===== src/rtl/ddr_lane_feeder_if.sv =====
// ---------------------------------------------------------------------------
// ddr_lane_feeder_if
//   Bundles the burst-control, memory-side and lane-side signals of one
//   ddr_lane_feeder instance.
//
//   Control : i_start, i_burst_len, o_busy, o_done
//   Memory  : i_mem_data, i_mem_valid, o_mem_ready   (valid/ready)
//   Lane    : o_ddr_data, o_ddr_valid, i_ddr_stall
//
//   Modports
//     slave  - the feeder itself (takes i_*, drives o_*)
//     master - whoever drives the feeder (memory reader / sequencer)
// ---------------------------------------------------------------------------
interface ddr_lane_feeder_if #(
  parameter int MEM_W  = 64,
  parameter int LANE_W = 16,
  parameter int LEN_W  = 10
) ();
  logic              i_start;
  logic [LEN_W-1:0]  i_burst_len;
  logic [MEM_W-1:0]  i_mem_data;
  logic              i_mem_valid;
  logic              o_mem_ready;
  logic [LANE_W-1:0] o_ddr_data;
  logic              o_ddr_valid;
  logic              i_ddr_stall;
  logic              o_busy;
  logic              o_done;

  modport slave (
    input  i_start, i_burst_len, i_mem_data, i_mem_valid, i_ddr_stall,
    output o_mem_ready, o_ddr_data, o_ddr_valid, o_busy, o_done
  );

  modport master (
    output i_start, i_burst_len, i_mem_data, i_mem_valid, i_ddr_stall,
    input  o_mem_ready, o_ddr_data, o_ddr_valid, o_busy, o_done
  );
endinterface


===== src/rtl/ddr_lane_feeder.sv =====
// ---------------------------------------------------------------------------
// ddr_lane_feeder
//   Feeds one DLA DDR input lane. A burst of MEM_W-bit memory words is taken
//   over a valid/ready handshake into a FIFO_DEPTH-word FIFO, then each word
//   is down-converted into R = MEM_W/LANE_W beats (LSB beat first) and
//   presented on a registered lane output, one beat per non-stalled cycle.
//
//   Ports
//     clk      - single clock
//     i_reset  - synchronous, active-high reset
//     bus      - ddr_lane_feeder_if.slave:
//                i_start/i_burst_len : start a burst of i_burst_len words
//                i_mem_*/o_mem_ready : memory word handshake
//                o_ddr_*/i_ddr_stall : lane beat output, held while stalled
//                o_busy              : burst in progress
//                o_done              : 1-cycle pulse once a burst drained
//
//   MEM_W must be a multiple of LANE_W; FIFO_DEPTH a power of 2, >= 2.
//
//   Pipeline: FIFO -> shifter (holds one word) -> output register. A word
//   pushed at edge t reaches the shifter at t+1 and its first beat the
//   output register at t+2.
// ---------------------------------------------------------------------------
module ddr_lane_feeder #(
  parameter int MEM_W      = 64,
  parameter int LANE_W     = 16,
  parameter int FIFO_DEPTH = 4,
  parameter int LEN_W      = 10
) (
  input logic                 clk,
  input logic                 i_reset,
  ddr_lane_feeder_if.slave    bus
);

  localparam int R      = MEM_W / LANE_W;
  localparam int PTR_W  = (FIFO_DEPTH > 1) ? $clog2(FIFO_DEPTH) : 1;
  localparam int FCNT_W = PTR_W + 1;
  localparam int CNT_W  = $clog2(R + 1);
  localparam int BEAT_W = LEN_W + CNT_W;

  typedef enum logic [1:0] {
    ST_IDLE = 2'd0,
    ST_RUN  = 2'd1,
    ST_DONE = 2'd2
  } state_t;

  state_t              state_q, state_d;
  logic [LEN_W-1:0]    rem_in_q, rem_in_d;
  logic [BEAT_W-1:0]   beats_out_q, beats_out_d;

  logic [MEM_W-1:0]    fifo_mem [FIFO_DEPTH];
  logic [PTR_W-1:0]    wr_ptr_q, wr_ptr_d;
  logic [PTR_W-1:0]    rd_ptr_q, rd_ptr_d;
  logic [FCNT_W-1:0]   count_q, count_d;

  logic [MEM_W-1:0]    sh_data_q;
  logic [MEM_W-1:0]    sh_shifted;
  logic [CNT_W-1:0]    sh_cnt_q, sh_cnt_d;

  logic [LANE_W-1:0]   ddr_data_q, ddr_data_d;
  logic                ddr_valid_q, ddr_valid_d;

  logic                mem_ready;
  logic                busy;
  logic                done;
  logic                start_ok;
  logic                push;
  logic                pop;
  logic                out_load;
  logic                shift;
  logic                beat_taken;
  logic                drained;

  // -------------------------------------------------------------------------
  // Handshake / datapath control
  // -------------------------------------------------------------------------
  assign start_ok   = (state_q == ST_IDLE) && bus.i_start;
  assign push       = bus.i_mem_valid && mem_ready;
  // Output register may accept a new beat when it is empty or its current
  // beat is being taken this cycle.
  assign out_load   = !ddr_valid_q || !bus.i_ddr_stall;
  assign beat_taken = ddr_valid_q && !bus.i_ddr_stall;
  assign shift      = out_load && (sh_cnt_q != '0);
  // Refill the shifter when it is empty, or in the same cycle its last beat
  // moves to the output, so consecutive words stream without a bubble.
  assign pop        = (count_q != '0) &&
                      ((sh_cnt_q == '0) || ((sh_cnt_q == CNT_W'(1)) && out_load));
  // Nothing left upstream or buffered, and the beat in the output register
  // (if any) leaves this cycle.
  assign drained    = (rem_in_q == '0) && (count_q == '0) &&
                      (sh_cnt_q == '0) && out_load;

  // Shifter moves down by one lane; the vacated top lane fills with zero.
  genvar gi;
  generate
    for (gi = 0; gi < R; gi++) begin : g_shift
      if (gi == R - 1) begin : g_top
        assign sh_shifted[gi*LANE_W +: LANE_W] = '0;
      end else begin : g_mid
        assign sh_shifted[gi*LANE_W +: LANE_W] = sh_data_q[(gi+1)*LANE_W +: LANE_W];
      end
    end
  endgenerate

  // -------------------------------------------------------------------------
  // FSM: state register
  // -------------------------------------------------------------------------
  always_ff @(posedge clk) begin
    if (i_reset) begin
      state_q <= ST_IDLE;
    end else begin
      state_q <= state_d;
    end
  end

  // FSM: next-state logic
  always_comb begin
    state_d = state_q;
    case (state_q)
      ST_IDLE: begin
        if (bus.i_start) begin
          state_d = (bus.i_burst_len == '0) ? ST_DONE : ST_RUN;
        end
      end
      ST_RUN: begin
        if (drained) begin
          state_d = ST_DONE;
        end
      end
      ST_DONE: state_d = ST_IDLE;
      default: state_d = ST_IDLE;
    endcase
  end

  // FSM: output decode
  always_comb begin
    busy      = (state_q == ST_RUN);
    done      = (state_q == ST_DONE);
    mem_ready = (state_q == ST_RUN) &&
                (count_q < FCNT_W'(FIFO_DEPTH)) &&
                (rem_in_q != '0);
  end

  // -------------------------------------------------------------------------
  // Counters, FIFO pointers, shifter occupancy and output register
  // -------------------------------------------------------------------------
  always_comb begin
    rem_in_d    = rem_in_q;
    beats_out_d = beats_out_q;
    wr_ptr_d    = wr_ptr_q;
    rd_ptr_d    = rd_ptr_q;
    count_d     = count_q;
    sh_cnt_d    = sh_cnt_q;
    ddr_data_d  = ddr_data_q;
    ddr_valid_d = ddr_valid_q;

    if (start_ok) begin
      rem_in_d    = bus.i_burst_len;
      beats_out_d = '0;
    end else begin
      if (push) begin
        rem_in_d = rem_in_q - LEN_W'(1);
      end
      if (beat_taken) begin
        beats_out_d = beats_out_q + BEAT_W'(1);
      end
    end

    if (push) begin
      wr_ptr_d = wr_ptr_q + PTR_W'(1);
    end
    if (pop) begin
      rd_ptr_d = rd_ptr_q + PTR_W'(1);
    end
    case ({push, pop})
      2'b10:   count_d = count_q + FCNT_W'(1);
      2'b01:   count_d = count_q - FCNT_W'(1);
      default: count_d = count_q;
    endcase

    if (out_load) begin
      if (sh_cnt_q != '0) begin
        ddr_data_d  = sh_data_q[LANE_W-1:0];
        ddr_valid_d = 1'b1;
        sh_cnt_d    = sh_cnt_q - CNT_W'(1);
      end else begin
        // Nothing to send: drop valid, keep the last data on the bus.
        ddr_valid_d = 1'b0;
      end
    end
    if (pop) begin
      sh_cnt_d = CNT_W'(R);
    end
  end

  always_ff @(posedge clk) begin
    if (i_reset) begin
      rem_in_q    <= '0;
      beats_out_q <= '0;
      wr_ptr_q    <= '0;
      rd_ptr_q    <= '0;
      count_q     <= '0;
      sh_cnt_q    <= '0;
      ddr_data_q  <= '0;
      ddr_valid_q <= 1'b0;
    end else begin
      rem_in_q    <= rem_in_d;
      beats_out_q <= beats_out_d;
      wr_ptr_q    <= wr_ptr_d;
      rd_ptr_q    <= rd_ptr_d;
      count_q     <= count_d;
      sh_cnt_q    <= sh_cnt_d;
      ddr_data_q  <= ddr_data_d;
      ddr_valid_q <= ddr_valid_d;
    end
  end

  // FIFO storage with registered read into the shifter. Left unreset so it
  // maps onto RAM; sh_cnt_q alone decides whether the shifter holds data.
  always_ff @(posedge clk) begin
    if (push) begin
      fifo_mem[wr_ptr_q] <= bus.i_mem_data;
    end
    if (pop) begin
      sh_data_q <= fifo_mem[rd_ptr_q];
    end else if (shift) begin
      sh_data_q <= sh_shifted;
    end
  end

  // -------------------------------------------------------------------------
  // Interface outputs
  // -------------------------------------------------------------------------
  assign bus.o_mem_ready = mem_ready;
  assign bus.o_ddr_data  = ddr_data_q;
  assign bus.o_ddr_valid = ddr_valid_q;
  assign bus.o_busy      = busy;
  assign bus.o_done      = done;

endmodule


===== src/flat_wrapper.sv =====
// flat-port wrapper written by rule: the top's interface ports become plain ports
module ddr_lane_feeder_flat 
#(
  parameter int MEM_W      = 64,
  parameter int LANE_W     = 16,
  parameter int FIFO_DEPTH = 4,
  parameter int LEN_W      = 10
)
  (clk, i_reset, bus_i_start, bus_i_burst_len, bus_i_mem_data, bus_i_mem_valid, bus_i_ddr_stall, bus_o_mem_ready, bus_o_ddr_data, bus_o_ddr_valid, bus_o_busy, bus_o_done);
  ddr_lane_feeder_if #(.MEM_W(MEM_W), .LANE_W(LANE_W), .LEN_W(LEN_W)) bus_i ();
  input logic clk;
  input logic i_reset;
  input wire logic [$bits(bus_i.i_start)-1:0] bus_i_start;
  input wire logic [$bits(bus_i.i_burst_len)-1:0] bus_i_burst_len;
  input wire logic [$bits(bus_i.i_mem_data)-1:0] bus_i_mem_data;
  input wire logic [$bits(bus_i.i_mem_valid)-1:0] bus_i_mem_valid;
  input wire logic [$bits(bus_i.i_ddr_stall)-1:0] bus_i_ddr_stall;
  output wire logic [$bits(bus_i.o_mem_ready)-1:0] bus_o_mem_ready;
  output wire logic [$bits(bus_i.o_ddr_data)-1:0] bus_o_ddr_data;
  output wire logic [$bits(bus_i.o_ddr_valid)-1:0] bus_o_ddr_valid;
  output wire logic [$bits(bus_i.o_busy)-1:0] bus_o_busy;
  output wire logic [$bits(bus_i.o_done)-1:0] bus_o_done;
  assign bus_i.i_start = bus_i_start;
  assign bus_i.i_burst_len = bus_i_burst_len;
  assign bus_i.i_mem_data = bus_i_mem_data;
  assign bus_i.i_mem_valid = bus_i_mem_valid;
  assign bus_i.i_ddr_stall = bus_i_ddr_stall;
  assign bus_o_mem_ready = bus_i.o_mem_ready;
  assign bus_o_ddr_data = bus_i.o_ddr_data;
  assign bus_o_ddr_valid = bus_i.o_ddr_valid;
  assign bus_o_busy = bus_i.o_busy;
  assign bus_o_done = bus_i.o_done;
  ddr_lane_feeder #(.MEM_W(MEM_W), .LANE_W(LANE_W), .FIFO_DEPTH(FIFO_DEPTH), .LEN_W(LEN_W)) u_core (.clk(clk), .i_reset(i_reset), .bus(bus_i));
endmodule

===== config.mk =====
export PLATFORM = sky130hd
export DESIGN_NAME = ddr_lane_feeder_flat
export DESIGN_NICKNAME = d
export VERILOG_FILES = /design/src/rtl/ddr_lane_feeder_if.sv /design/src/rtl/ddr_lane_feeder.sv /design/src/flat_wrapper.sv
export SDC_FILE = /design/constraint.sdc
export NUM_CORES = 1
export LEC_CHECK = 0
export CORE_UTILIZATION = 58
export CTS_CLUSTER_SIZE = 25
export DETAILED_ROUTE_END_ITERATION = 8
export PLACE_DENSITY = 0.83
export SLEW_MARGIN = 5
export SYNTH_ARGS = -nofsm -noshare
export SYNTH_HDL_FRONTEND = slang
export SYNTH_SLANG_ARGS = --single-unit

===== constraint.sdc =====
create_clock -name clk -period 4.6 [get_ports clk]
set_input_delay 1.15 -clock clk [delete_from_list [all_inputs] [get_ports clk]]
set_output_delay 1.15 -clock clk [all_outputs]
set_load 0.01 [all_outputs]

==> results.rst <==
.. list-table::
   :header-rows: 1

   * - Metric
     - Value
   * - Hold Vio Cnt, Final
     - 0
   * - Area overhead of the layout relative to synthesis
     - 18.2%
   * - Power per cell area
     - between 500 and 600 nW/µm²
   * - Number of buffers on the longest clock path
     - 3
   * - Path depth of the worst reg2reg path
     - 3
   * - Cell count after synthesis
     - just over 700
   * - First-pass GRT wire length
     - ~40 mm
   * - Library cells used by synthesis
     - 55
   * - Most utilized layer in the global route result
     - met2
   * - Total via count after detailed routing
     - approximately 7,000
   * - Total number of H-tree levels
     - 2
   * - Unrepaired setup endpoints after global routing
     - false
   * - GR Overflow Total
     - 0
   * - Root buffer cell
     - clkbuf_16
   * - Startpoint class of the critical path
     - flop
   * - Number of DRC markers after the initial detailed-route iteration
     - 662
   * - Number of iterations in the first detailed-routing pass
     - 6
   * - Clock Skews
     - 0.0191 ns
   * - Netlist Area Pre-Place
     - 13,800 µm²
   * - Cell depth of the worst min-delay path
     - 2
   * - Fraction of layout cells with a size suffix above 1
     - 0.233
   * - Reg-to-Reg End
     - u_core.sh_data_q[15]
   * - Seq/Total Area, Yosys
     - 0.754
   * - Setup crit end kind
     - output pin
   * - Tot GR Track Use
     - 0.222
   * - Number of antenna violations at the first check in global routing
     - 1
   * - Worst slew pin tran
     - roughly 1.3 ns
   * - Mean area per synthesized cell
     - 19.6 µm²
   * - Crit Path Max Fanout
     - 4
   * - Total Routed Length
     - ~26 mm
   * - Reported leakage power
     - 5.26 nW
   * - CTS tree
     - done
   * - Path type of the worst setup path
     - reg -> out
   * - Routability congestion estimate from global placement
     - 0.802
   * - Hold Crit Endpoint
     - u_core.bus.o_ddr_data[7]
   * - Post-Route Utilization
     - 0.699
   * - Maximum vdd drop
     - between 0.4 and 0.5 mV
   * - Worst hold start
     - u_core.bus.o_ddr_data[7]
   * - Pin count of the biggest net entering global routing
     - 69
   * - Total core area
     - between 20,000 and 25,000 µm²
   * - Met1 GRT Util
     - 0.285
   * - DRC violations left
     - 0
   * - Clock sink total
     - about 360
   * - HPWL Detailed
     - between 10 and 15 mm
   * - Die Span Y
     - between 150 and 200 µm
   * - Vias per cell
     - between 5 and 6
   * - Clock-pin slew reported for the worst setup and hold paths after clock tree synthesis
     - 0.06 ns
   * - Chip Width
     - between 150 and 200 µm
   * - Max-slew headroom
     - 0.153
   * - Sum of negative setup slack
     - 0 ns
   * - Run status
     - finished, final reports clean
   * - Number of pins with negative max-slew slack in the final report
     - 0
   * - Post-synth EDFFs
     - 320
   * - Most common cell after layout, fill and taps aside
     - edfxtp_1
   * - Finish-stage setup viols
     - 0
   * - Class of the most critical hold timing path
     - reg -> reg
   * - Number of instances resized during post-cts repair
     - 0
   * - Synthesis-stage register bit count
     - roughly 360
   * - Hold Buf Count CTS
     - 0
   * - Post-detailed-route count of antenna-violating nets
     - 0
   * - Clock Latency Late Sink
     - 0.52 ns
   * - Endpoint arrival time on the critical path
     - between 2 and 2.5 ns
   * - Area of the die
     - 24,500 µm²
   * - Number of top-level pins
     - between 90 and 100
   * - Number of setup buffers added after CTS
     - 0
   * - Highest attainable clock frequency
     - 0.276 GHz
   * - Routing usage on met3
     - 0.0418
   * - Yosys warning total
     - 0
   * - R2r setup slk
     - around 2.0 ns
   * - Commonest cells after routing, fill and taps aside
     - edfxtp_1, clkdlybuf4s50_1, mux4_2
   * - Net count reported at finish
     - approximately 910
   * - Net count after synthesis
     - 796
   * - Starting density of the core
     - 0.591
   * - Number of max-capacitance violations reported
     - 0
   * - Clock period minus worst slack
     - between 3 and 4 ns
   * - Share of flip-flops with an asynchronous set or reset after synthesis
     - 0
   * - Dominant synthesized flop cell
     - edfxtp_1
   * - IO buf count
     - between 90 and 100
   * - Vias in the first global route
     - approximately 7,300
   * - Critical Path RT
     - approximately 3.5 ns
   * - Final clock period utilization by the worst path
     - 0.787
   * - # rows
     - 56
   * - Met2 Resource Use GR
     - 0.383
   * - Wire per inst
     - ~22 µm
   * - Number of buffers inserted during clock tree synthesis
     - 36
[cell type report]
cell class | instances | area, µm²
sequential | 361 | 10400
clock inverter | 25 | 184
timing repair buffer | 109 | 1130
antenna | 1 | 2.50
inverter | 12 | 45.0
multi-input combinational | 304 | 3220
clock buffer | 40 | 937
fill | 1440 | 7050
tap | 319 | 399
[metrics by stage]
step	std cells	cell area (µm²)	power, mW	worst slack [ns]	hold WS, ns
after global routing	1171	16400	9.71	0.839	0.475
after detailed placement	1105	15200	6.63	1.06	0.447
after CTS	1170	16300	9.40	0.962	0.455
after floorplan	707	13800	5.94	0.944	0.459
after global placement	1105	15200	6.53	1.10	0.445
final	1171	16400	9.33	0.978	0.453
[cells in the mapped netlist (all sizes together) (2+ instances only)]
cell    instances  area share
buf            20      0.0072
a31oi           5      0.0033
mux2i           2      0.0014
a32oi           2      0.0013
and2           20      0.0090
o211ai          2      0.0014
nor2           11      0.0030
dfxtp          41       0.059
nand4           2     0.00090
or3             6      0.0027
a211oi          3      0.0016
nor2b           4      0.0018
a21oi          28       0.010
nand2          43       0.012
ha              9      0.0081
edfxtp        320        0.69
nor4            3      0.0018
mux2           49       0.040
nor3b           3      0.0020
clkbuf         10      0.0027
inv            12      0.0033
mux4           64        0.10
xor2            2      0.0013
xnor2           5      0.0032
nor3            7      0.0029
o21ai           4      0.0014
nand3          10      0.0036
or3b            2      0.0013
[state kept, by name, indices dropped and copies added, names as in the netlist, named ones only]
name and count:
u_core.fifo_mem 256, u_core.sh_data_q 64, u_core.bus.o_ddr_data 16, u_core.rem_in_q 10
u_core.count_q 3, u_core.sh_cnt_q 3, u_core.rd_ptr_q 2, u_core.state_q 2
u_core.wr_ptr_q 2, u_core.bus.o_ddr_valid 1
[worst max-delay path, cell delays in order, from the launching register on]
cell             delay [ns]
dfxtp_1                0.35
inv_1                  0.08
ha_1                   0.19
or4b_4                 0.51
nor3_2                 0.27
nor3b_1                0.08
clkdlybuf4s50_1        0.48
[power by group]
| part | total, mW | internal, mW | switching (mW) |
|---|---|---|---|
| combinational | 2.00 | 0.993 | 1.01 |
| clock | 2.75 | 1.59 | 1.16 |
| sequential | 4.58 | 4.29 | 0.294 |
[worst max-delay path by stage]
stage,startpoint,endpoint,depth (start not counted)
2_1_floorplan,bus_i_mem_valid,u_core.fifo_mem[0][0],4
5_1_grt,u_core.rem_in_q[0],bus_o_mem_ready,6
6_report,u_core.rem_in_q[0],bus_o_mem_ready,6
4_1_cts,u_core.rem_in_q[0],bus_o_mem_ready,6
3_3_place_gp,bus_i_mem_valid,u_core.count_q[2],9
3_5_place_dp,bus_i_mem_valid,u_core.count_q[2],9
[cell families after synthesis]
kind of cell             Yosys count  share of synthesized area
AO/OA/AOI/OAI                     54                     0.0259
XOR/XNOR                           7                    0.00443
adder cells (fa/ha/maj)           10                    0.00959
buffers and inverters             42                     0.0132
flip-flops                       361                      0.754
multiplexers                     115                      0.146
AND/OR/NAND/NOR                  118                     0.0471
[per-layer routing]
metal,share of wire,routed length (µm),vias up
li1,-,-,3054
met1,0.40,10300,3526
met2,0.51,13200,283
met3,0.064,1670,63
met4,0.025,649,0
met5,0,0,-
Note: power is estimated with default switching activity, not from simulation.
